$ cat src/rtl/graphics_pkg.sv
// Shared graphics types: screen geometry defaults, pending-write queue entry layout
// and the rectangle-fill FSM state encoding.
package graphics_pkg;

    localparam int unsigned DEFAULT_SCREEN_WIDTH  = 320;
    localparam int unsigned DEFAULT_SCREEN_HEIGHT = 240;

    typedef logic [16:0] pixel_address_t;
    typedef logic [7:0]  pixel_data_t;

    // One pending SRAM write as it travels through the queue to the memory manager.
    typedef struct packed {
        pixel_address_t address;
        pixel_data_t    data;
    } write_entry_t;

    typedef enum logic [1:0] {
        IDLE,
        SETUP,
        EMIT,
        DONE
    } rect_fill_state_t;

    function automatic pixel_address_t pixel_address(input logic [8:0] x, input logic [7:0] y);
        return {y, x};
    endfunction

endpackage

$ cat src/rtl/rect_fill_writer_if.sv
// Command handshake and pending-write queue push port of the rectangle-fill writer.
interface rect_fill_writer_if;

    logic        cmdValid;
    logic        cmdReady;
    logic [8:0]  cmdX;
    logic [7:0]  cmdY;
    logic [8:0]  cmdWidth;
    logic [7:0]  cmdHeight;
    logic [7:0]  cmdColour;
    logic [24:0] pendingWriteQueueWriteBus;
    logic        pendingWriteQueueWriteRequest;
    logic        pendingWriteQueueWriteFull;
    logic        busy;
    logic        done;

    modport slave (
        input  cmdValid, cmdX, cmdY, cmdWidth, cmdHeight, cmdColour,
        input  pendingWriteQueueWriteFull,
        output cmdReady, pendingWriteQueueWriteBus, pendingWriteQueueWriteRequest,
        output busy, done
    );

    modport master (
        output cmdValid, cmdX, cmdY, cmdWidth, cmdHeight, cmdColour,
        output pendingWriteQueueWriteFull,
        input  cmdReady, pendingWriteQueueWriteBus, pendingWriteQueueWriteRequest,
        input  busy, done
    );

endinterface

$ cat src/rtl/rect_fill_writer.sv
// Turns one clipped rectangle-fill command into a row-major stream of {address, data}
// pushes into the pending-write queue, one pixel per clock when the queue has room.
module rect_fill_writer
    import graphics_pkg::*;
#(
    parameter int unsigned SCREEN_WIDTH  = DEFAULT_SCREEN_WIDTH,
    parameter int unsigned SCREEN_HEIGHT = DEFAULT_SCREEN_HEIGHT
) (
    input  logic               clock,
    input  logic               resetN,
    rect_fill_writer_if.slave  io
);

    localparam logic [9:0] X_LIMIT = 10'(SCREEN_WIDTH);
    localparam logic [8:0] Y_LIMIT = 9'(SCREEN_HEIGHT);

    rect_fill_state_t state_q, state_d;

    logic [8:0] cmd_x_q,      cmd_x_d;
    logic [7:0] cmd_y_q,      cmd_y_d;
    logic [8:0] cmd_width_q,  cmd_width_d;
    logic [7:0] cmd_height_q, cmd_height_d;
    logic [7:0] colour_q,     colour_d;
    logic [8:0] cur_x_q,      cur_x_d;
    logic [7:0] cur_y_q,      cur_y_d;
    logic [9:0] x_end_q,      x_end_d;
    logic [8:0] y_end_q,      y_end_d;

    logic [9:0]   x_sum;
    logic [8:0]   y_sum;
    logic [9:0]   x_next;
    logic [8:0]   y_next;
    logic         empty_cmd;
    logic         push;
    write_entry_t entry;

    assign push = (state_q == EMIT) && !io.pendingWriteQueueWriteFull;

    always_comb begin
        // NOTE: every _d defaults to its _q first, so no branch leaves one unassigned and no latch is inferred.
        state_d      = state_q;
        cmd_x_d      = cmd_x_q;
        cmd_y_d      = cmd_y_q;
        cmd_width_d  = cmd_width_q;
        cmd_height_d = cmd_height_q;
        colour_d     = colour_q;
        cur_x_d      = cur_x_q;
        cur_y_d      = cur_y_q;
        x_end_d      = x_end_q;
        y_end_d      = y_end_q;

        x_sum     = {1'b0, cmd_x_q} + {1'b0, cmd_width_q};
        y_sum     = {1'b0, cmd_y_q} + {1'b0, cmd_height_q};
        x_next    = {1'b0, cur_x_q} + 10'd1;
        y_next    = {1'b0, cur_y_q} + 9'd1;
        empty_cmd = (cmd_width_q == '0) || (cmd_height_q == '0) ||
                    ({1'b0, cmd_x_q} >= X_LIMIT) || ({1'b0, cmd_y_q} >= Y_LIMIT);

        case (state_q)
            IDLE: begin
                if (io.cmdValid) begin
                    cmd_x_d      = io.cmdX;
                    cmd_y_d      = io.cmdY;
                    cmd_width_d  = io.cmdWidth;
                    cmd_height_d = io.cmdHeight;
                    colour_d     = io.cmdColour;
                    state_d      = SETUP;
                end
            end
            SETUP: begin
                // Clip ends are exclusive bounds, so the pixel count is (end - start) per axis.
                x_end_d = (x_sum > X_LIMIT) ? X_LIMIT : x_sum;
                y_end_d = (y_sum > Y_LIMIT) ? Y_LIMIT : y_sum;
                if (empty_cmd) begin
                    state_d = DONE;
                end else begin
                    cur_x_d = cmd_x_q;
                    cur_y_d = cmd_y_q;
                    state_d = EMIT;
                end
            end
            EMIT: begin
                if (push) begin
                    if (x_next < x_end_q) begin
                        cur_x_d = x_next[8:0];
                    end else if (y_next == y_end_q) begin
                        state_d = DONE;
                    end else begin
                        cur_x_d = cmd_x_q;
                        cur_y_d = y_next[7:0];
                    end
                end
            end
            DONE: begin
                state_d = IDLE;
            end
            default: begin
                state_d = IDLE;
            end
        endcase
    end

    always_ff @(posedge clock or negedge resetN) begin
        // NOTE: sequential state uses <= so every flop samples pre-edge values regardless of statement order.
        if (!resetN) begin
            state_q      <= IDLE;
            cmd_x_q      <= '0;
            cmd_y_q      <= '0;
            cmd_width_q  <= '0;
            cmd_height_q <= '0;
            colour_q     <= '0;
            cur_x_q      <= '0;
            cur_y_q      <= '0;
            x_end_q      <= '0;
            y_end_q      <= '0;
        end else begin
            state_q      <= state_d;
            cmd_x_q      <= cmd_x_d;
            cmd_y_q      <= cmd_y_d;
            cmd_width_q  <= cmd_width_d;
            cmd_height_q <= cmd_height_d;
            colour_q     <= colour_d;
            cur_x_q      <= cur_x_d;
            cur_y_q      <= cur_y_d;
            x_end_q      <= x_end_d;
            y_end_q      <= y_end_d;
        end
    end

    // The bus follows the counters directly so a full queue simply holds the same entry.
    always_comb begin
        entry = '0;
        if (state_q == EMIT) begin
            entry.address = pixel_address(cur_x_q, cur_y_q);
            entry.data    = colour_q;
        end
    end

    assign io.pendingWriteQueueWriteBus     = entry;
    assign io.pendingWriteQueueWriteRequest = push;
    assign io.cmdReady                      = (state_q == IDLE);
    assign io.busy                          = (state_q != IDLE);
    assign io.done                          = (state_q == DONE);

endmodule

$ cat src/flat_wrapper.sv
// flat-port wrapper written by rule: the top's interface ports become plain ports
module rect_fill_writer_flat import graphics_pkg::*;
#(
    parameter int unsigned SCREEN_WIDTH  = DEFAULT_SCREEN_WIDTH,
    parameter int unsigned SCREEN_HEIGHT = DEFAULT_SCREEN_HEIGHT
)
  (clock, resetN, io_cmdValid, io_cmdX, io_cmdY, io_cmdWidth, io_cmdHeight, io_cmdColour, io_pendingWriteQueueWriteFull, io_cmdReady, io_pendingWriteQueueWriteBus, io_pendingWriteQueueWriteRequest, io_busy, io_done);
  rect_fill_writer_if io_i ();
  input  logic clock;
  input  logic resetN;
  input wire logic [$bits(io_i.cmdValid)-1:0] io_cmdValid;
  input wire logic [$bits(io_i.cmdX)-1:0] io_cmdX;
  input wire logic [$bits(io_i.cmdY)-1:0] io_cmdY;
  input wire logic [$bits(io_i.cmdWidth)-1:0] io_cmdWidth;
  input wire logic [$bits(io_i.cmdHeight)-1:0] io_cmdHeight;
  input wire logic [$bits(io_i.cmdColour)-1:0] io_cmdColour;
  input wire logic [$bits(io_i.pendingWriteQueueWriteFull)-1:0] io_pendingWriteQueueWriteFull;
  output wire logic [$bits(io_i.cmdReady)-1:0] io_cmdReady;
  output wire logic [$bits(io_i.pendingWriteQueueWriteBus)-1:0] io_pendingWriteQueueWriteBus;
  output wire logic [$bits(io_i.pendingWriteQueueWriteRequest)-1:0] io_pendingWriteQueueWriteRequest;
  output wire logic [$bits(io_i.busy)-1:0] io_busy;
  output wire logic [$bits(io_i.done)-1:0] io_done;
  assign io_i.cmdValid = io_cmdValid;
  assign io_i.cmdX = io_cmdX;
  assign io_i.cmdY = io_cmdY;
  assign io_i.cmdWidth = io_cmdWidth;
  assign io_i.cmdHeight = io_cmdHeight;
  assign io_i.cmdColour = io_cmdColour;
  assign io_i.pendingWriteQueueWriteFull = io_pendingWriteQueueWriteFull;
  assign io_cmdReady = io_i.cmdReady;
  assign io_pendingWriteQueueWriteBus = io_i.pendingWriteQueueWriteBus;
  assign io_pendingWriteQueueWriteRequest = io_i.pendingWriteQueueWriteRequest;
  assign io_busy = io_i.busy;
  assign io_done = io_i.done;
  rect_fill_writer #(.SCREEN_WIDTH(SCREEN_WIDTH), .SCREEN_HEIGHT(SCREEN_HEIGHT)) u_core (.clock(clock), .resetN(resetN), .io(io_i));
endmodule
$ cat config.mk
export PLATFORM = sky130hd
export DESIGN_NAME = rect_fill_writer_flat
export DESIGN_NICKNAME = d
export VERILOG_FILES = /design/src/rtl/graphics_pkg.sv /design/src/rtl/rect_fill_writer_if.sv /design/src/rtl/rect_fill_writer.sv /design/src/flat_wrapper.sv
export SDC_FILE = /design/constraint.sdc
export NUM_CORES = 1
export LEC_CHECK = 0
export ABC_AREA = 1
export CAP_MARGIN = 25
export CORE_AREA = 2 2 113 93
export DETAILED_ROUTE_END_ITERATION = 7
export DIE_AREA = 0 0 115 95
export PLACE_DENSITY_LB_ADDON = 0.12
export REMOVE_ABC_BUFFERS = 1
export SYNTH_ARGS = -nofsm -noshare
export SYNTH_HDL_FRONTEND = slang
export SYNTH_SLANG_ARGS = --single-unit
$ cat constraint.sdc
create_clock -name clock -period 2.9 [get_ports clock]
set_input_delay 0.58 -clock clock [delete_from_list [all_inputs] [get_ports clock]]
set_output_delay 0.58 -clock clock [all_outputs]
set_load 0.1 [all_outputs]
[Word-level counts from Yosys, hierarchy flattened]
Cells that the tools add are included.
Word-level totals
  bits in registers: 80
  bits of input ports: 46
  output and inout bits: 29
  word-level logic and storage cells: 63
Cells by class
  add/subtract/negate cells: 4
  order comparisons: 5
  equal/unequal tests: 11
  muxes and demuxes: 19
  reductions and logical operators: 14
Operators with widths (count)
  two-way mux 9 bit: 5
  two-way mux 8 bit: 4
  two-way mux 25 bit: 1
  one-hot mux 9 bit (2 select lines): 1
  one-hot mux 8 bit (2 select lines): 1
  inequality test 2 bit (second input constant): 6
  adder 9 x 1 -> 10 bit (second input constant): 1
  adder 9 x 9 -> 10 bit: 1
  greater-than comparator 10 x 9 -> 1 bit (second input constant): 1
  < comparator 10 bit: 1
  two-way mux 10 bit: 1
  adder 8 x 1 -> 9 bit (second input constant): 1
  adder 8 x 8 -> 9 bit: 1
  == test 9 bit: 1
  greater-or-equal comparator 9 bit (second input constant): 1
  greater-than comparator 9 x 8 -> 1 bit (second input constant): 1
  zero test 9 bit: 1
  greater-or-equal comparator 8 bit (second input constant): 1
  zero test 8 bit: 1
  two-way mux 2 bit: 4
  one-hot mux 2 bit (4 select lines): 1
  AND reduction 4 bit: 2
  AND reduction 5 bit: 1
  == test 2 bit (second input constant): 2
  9 further kinds: 12

[Longest topological paths before layout]
  depth in word-level cells: 6
  depth in mapped cells: 17
  mapped depth without buffers: 17

[Least setup slack after synthesis]
No wires, ideal clock.
  kind: register to output
  from: reg u_core.state_q[0]
  to: out io_pendingWriteQueueWriteRequest
  arrival: 2.242 ns
  data required time: 2.320 ns
  path slack: 0.078 ns
  cell stages (with the launch flop): 6
  path buffers: 1
  path through: dfrtp_1 > inv_1 > ha_1 > inv_1 > clkbuf_1 > nor2_1
Between the ends
  word-level cells in the longest chain between the ends: 2
RTL lines
  start: declaration: line rect_fill_writer.sv:17  | rect_fill_state_t state_q, state_d;
  start signal: assignment: line rect_fill_writer.sv:117  | state_q <= state_d;
  == test 2 bit: line rect_fill_writer.sv:37  | assign push = (state_q == EMIT) && !io.pendingWriteQueueWriteFull;
  logical AND 1 bit: line rect_fill_writer.sv:37
  end: declaration: line flat_wrapper.sv:20  | output wire logic [$bits(io_i.pendingWriteQueueWriteRequest)-1:0] io_pendingWriteQueueWriteRequest;
No other way between the ends.

[Worst setup path in the final report]
  from: reg u_core.cur_x_q[0]
  to: reg u_core.cur_x_q[7]
Between the ends
  word-level cells in the longest chain between the ends: 5
  elaborated cells on any way between the ends: 7
  those cells by class: add/sub: 1; order compare: 1; eq/ne: 1; mux: 3; reduce/logical: 1
RTL lines
  start: declaration: line rect_fill_writer.sv:24  | logic [8:0] cur_x_q, cur_x_d;
  start signal: assignment: line rect_fill_writer.sv:123  | cur_x_q <= cur_x_d;
  adder 9 x 1 -> 10 bit *: line rect_fill_writer.sv:54  | x_next = {1'b0, cur_x_q} + 10'd1;
  < comparator 10 bit: line rect_fill_writer.sv:84  | if (x_next < x_end_q) begin
  two-way mux 9 bit: line rect_fill_writer.sv:84
  two-way mux 9 bit: line rect_fill_writer.sv:83  | if (push) begin
  one-hot mux 9 bit (2 select lines): line rect_fill_writer.sv:59  | case (state_q)
Mark *: on every way between the ends. The rest lies on a longest branch, timed or not. The select of a mux whose other input is x is not followed.
A chain may end at the register's enable or synchronous reset.

==> results.toml <==
[clock_network]
post_cts_buffers = 0
clk_latency_ns = 0.34
cts_tree = "done"
hold_buffers = 0
post_cts_resized = 0
h-tree-depth = 3
cts_sinks = 80
cts.clk_slew.worst_paths_ns = 0.06
ctsRootBufferMaster = "clkbuf_16"
cts_buffers = 9
cts_buffer_depth = 2

[routing]
antenna_left = 0
avgRoutedWirePerCell_um = 13.8
drt-initial-drc-count = 230
totalWireLength_mm = 12.3
vias_per_cell = 5.15
vias = 4586
first_pass_iters = 5
drc = 0

[yosys]
synth-seq-area-share_pct = 38.2
synth.cell_area_sq_um = 5240
synth.area.top_cells = "dfrtp_1 38%, nand2_1 14%, inv_1 7.7%"
syn_area_per_cell_sq_um = 7.64
synth_cells = 686
synth_cell_types = 37
yosys.area.top_type = "dfrtp_1"
synth.top_cell.area_share_pct = 38.2
synth_warnings = 0
ys_ff_latch = 80

[cells_and_area]
final_common_cell = "nand2_1"
mostFrequentLayoutCells = "193 x nand2_1, 107 x inv_1, 79 x dfrtp_1"
drive_gt1_share_pct = 14.7
diodes = 0
area_growth_pct = 28.6
layoutNonFillerInstCount = 890
final_core_util_pct = 68.0
fill_cells = 825
nNetsFinal = 843

[flow_run]
cap_violations = 0

[setup_path]
cp-startpoint = "u_core.cur_x_q[0]"
cp_data_arrival_time_ns = 2.93
cp_common_cell = "nand3_1"
crit_path_start_kind = "flop"
end_kind = "flop"
r2r_slack_ns = 0.24
path_cells = "ha_1 > nand3_1 > nor2_2 > nand3_1 > xor2_2 > inv_1 > ha_1 > nand2_1 > nor2_2 > nand3_2 > nand4_4 > inv_1 > o21ai_0 > nand3_1 > nand2_1"
worstSetupPathType = "flop to flop"
path_buf_inv = 2
cpMaxStageDelayCell = "dfrtp_2"
cp.required_ns = 3.18
ff2ff_path_depth = 15
path_max_fanout = 9
rr_endpoint = "u_core.cur_x_q[7]"
critPathTopFamily = "simple AND/OR/NAND/NOR gates"
max_stage_delay_ns = 0.40
rr_startpoint = "u_core.cur_x_q[0]"

[grt]
antenna_found_initial = 0
use_met1_pct = 34.5
busiest_layer = "met2"
grt_pass1_vias = 4420
grt-ovfl-total = 0
grt_use_met2_pct = 38.7
grt_pass1_wl_mm = 21.0
track_usage_pct = 24.6
grt_max_degree = 81
grt_use_met3_pct = 5.58

[floorplanning]
die_w_um = 115
rows = 33
start_util_pct = 52.9
die-area_sq_um = 10900
coreArea_sq_um = 9910
fp.dieH_um = 95
ios = 75

[sta]
hold_viol = 0
setup_tns_ns = 0
final.min_clock_period_ns = 2.66
finClkSkew_ns = 0.00996
holdWs_ns = 0.0477
worst_pin_slew_ns = 0.639
finalMaxSlewViolations = 0
setup_viol = 0
slew_headroom_pct = 57.2
fin_crit_sh_pct = 91.6
fmax_mhz = 377

[status]
outcome = "finished clean"

[placed_design]
dp_hpwl_mm = 9.25
place_congestion = 0.840
place_inst = 873
io_buffer_count = 74

[hold_path]
hold_path_class = "input port to async pin"
## Yosys cell counts, drive strengths merged
cell,instances
xor2,9
inv,107
a21oi,29
o21ai,24
a21o,2
a22oi,1
clkbuf,11
clkinv,1
nand4,17
dfrtp,80
nand3,57
or2,2
ha,32
and2,1
fa,2
o21a,2
a211oi,3
nand3b,2
buf,3
nor3,2
o211ai,1
nor2,54
o22ai,2
nand2,206
xnor2,4
mux2,29
a31oi,3
## kinds of logic after synthesis
kind of cell,after synthesis,share of synthesized area (%)
adders and majority gates,34,8.40
and+or+nand+nor,341,29.1
AOI/OAI and AO/OA,67,7.02
DFF,80,38.2
muxes,29,6.23
xor gates and xnor gates,13,2.17
buffers and inverters,122,8.83
## area by class of cell
type                       count  area [sq um]  share of cell area [%]
multi-input combinational    484          2800                    41.6
sequential                    80          2000                    29.7
timing repair buffer          80          1080                    16.0
inverter                     108           405                    6.02
clock buffer                  10           239                    3.55
tap                          122           153                    2.27
clock inverter                 6          52.6                   0.780
## worst max path at each step
stage,end,slack (ns),cells past startpoint
after floorplan,io_pendingWriteQueueWriteRequest,-0.76,4
after global placement,u_core.cur_x_q[6],0.31,16
after detailed placement,u_core.cur_x_q[6],0.16,16
after CTS,u_core.cur_x_q[6],0.13,16
after global routing,u_core.cur_x_q[7],-0.04,15
final,u_core.cur_x_q[7],0.24,15
## through the flow
stage               instance area, sq um  worst slack [ns]
floorplan                           5180            -0.762
global placement                    6390             0.308
detailed placement                  6390             0.158
CTS                                 6680             0.134
global route                        6740           -0.0368
finish                              6740             0.245
## layer usage
layer,part of all wire [%],wire (um)
met5,0,0
met4,1.2,146
met3,5.8,715
met2,45,5490
met1,48,5940
## worst register-to-register path: cells and delay by family, from the launching register on
family,cells,cell delay (ns)
and+or+nand+nor,9,1.13
adders and majority gates,2,0.45
DFF,1,0.40
AOI/OAI and AO/OA,1,0.24
xor gates and xnor gates,1,0.18
buffers and inverters,2,0.18
## registers in the layout (all words and copies together), names as in the netlist
| name | cells |
|---|---|
| u_core.y_end_q | 9 |
| u_core.x_end_q | 10 |
| u_core.cmd_x_q | 9 |
| u_core.cmd_height_q | 8 |
| u_core.cmd_width_q | 9 |
| u_core.cmd_y_q | 8 |
| u_core.cur_x_q | 9 |
| u_core.state_q | 2 |
| u_core.cur_y_q | 8 |
| u_core.colour_q | 8 |
Power is not shown: default switching activity piles up to over one toggle a cycle in this logic, so the estimate is an artifact.
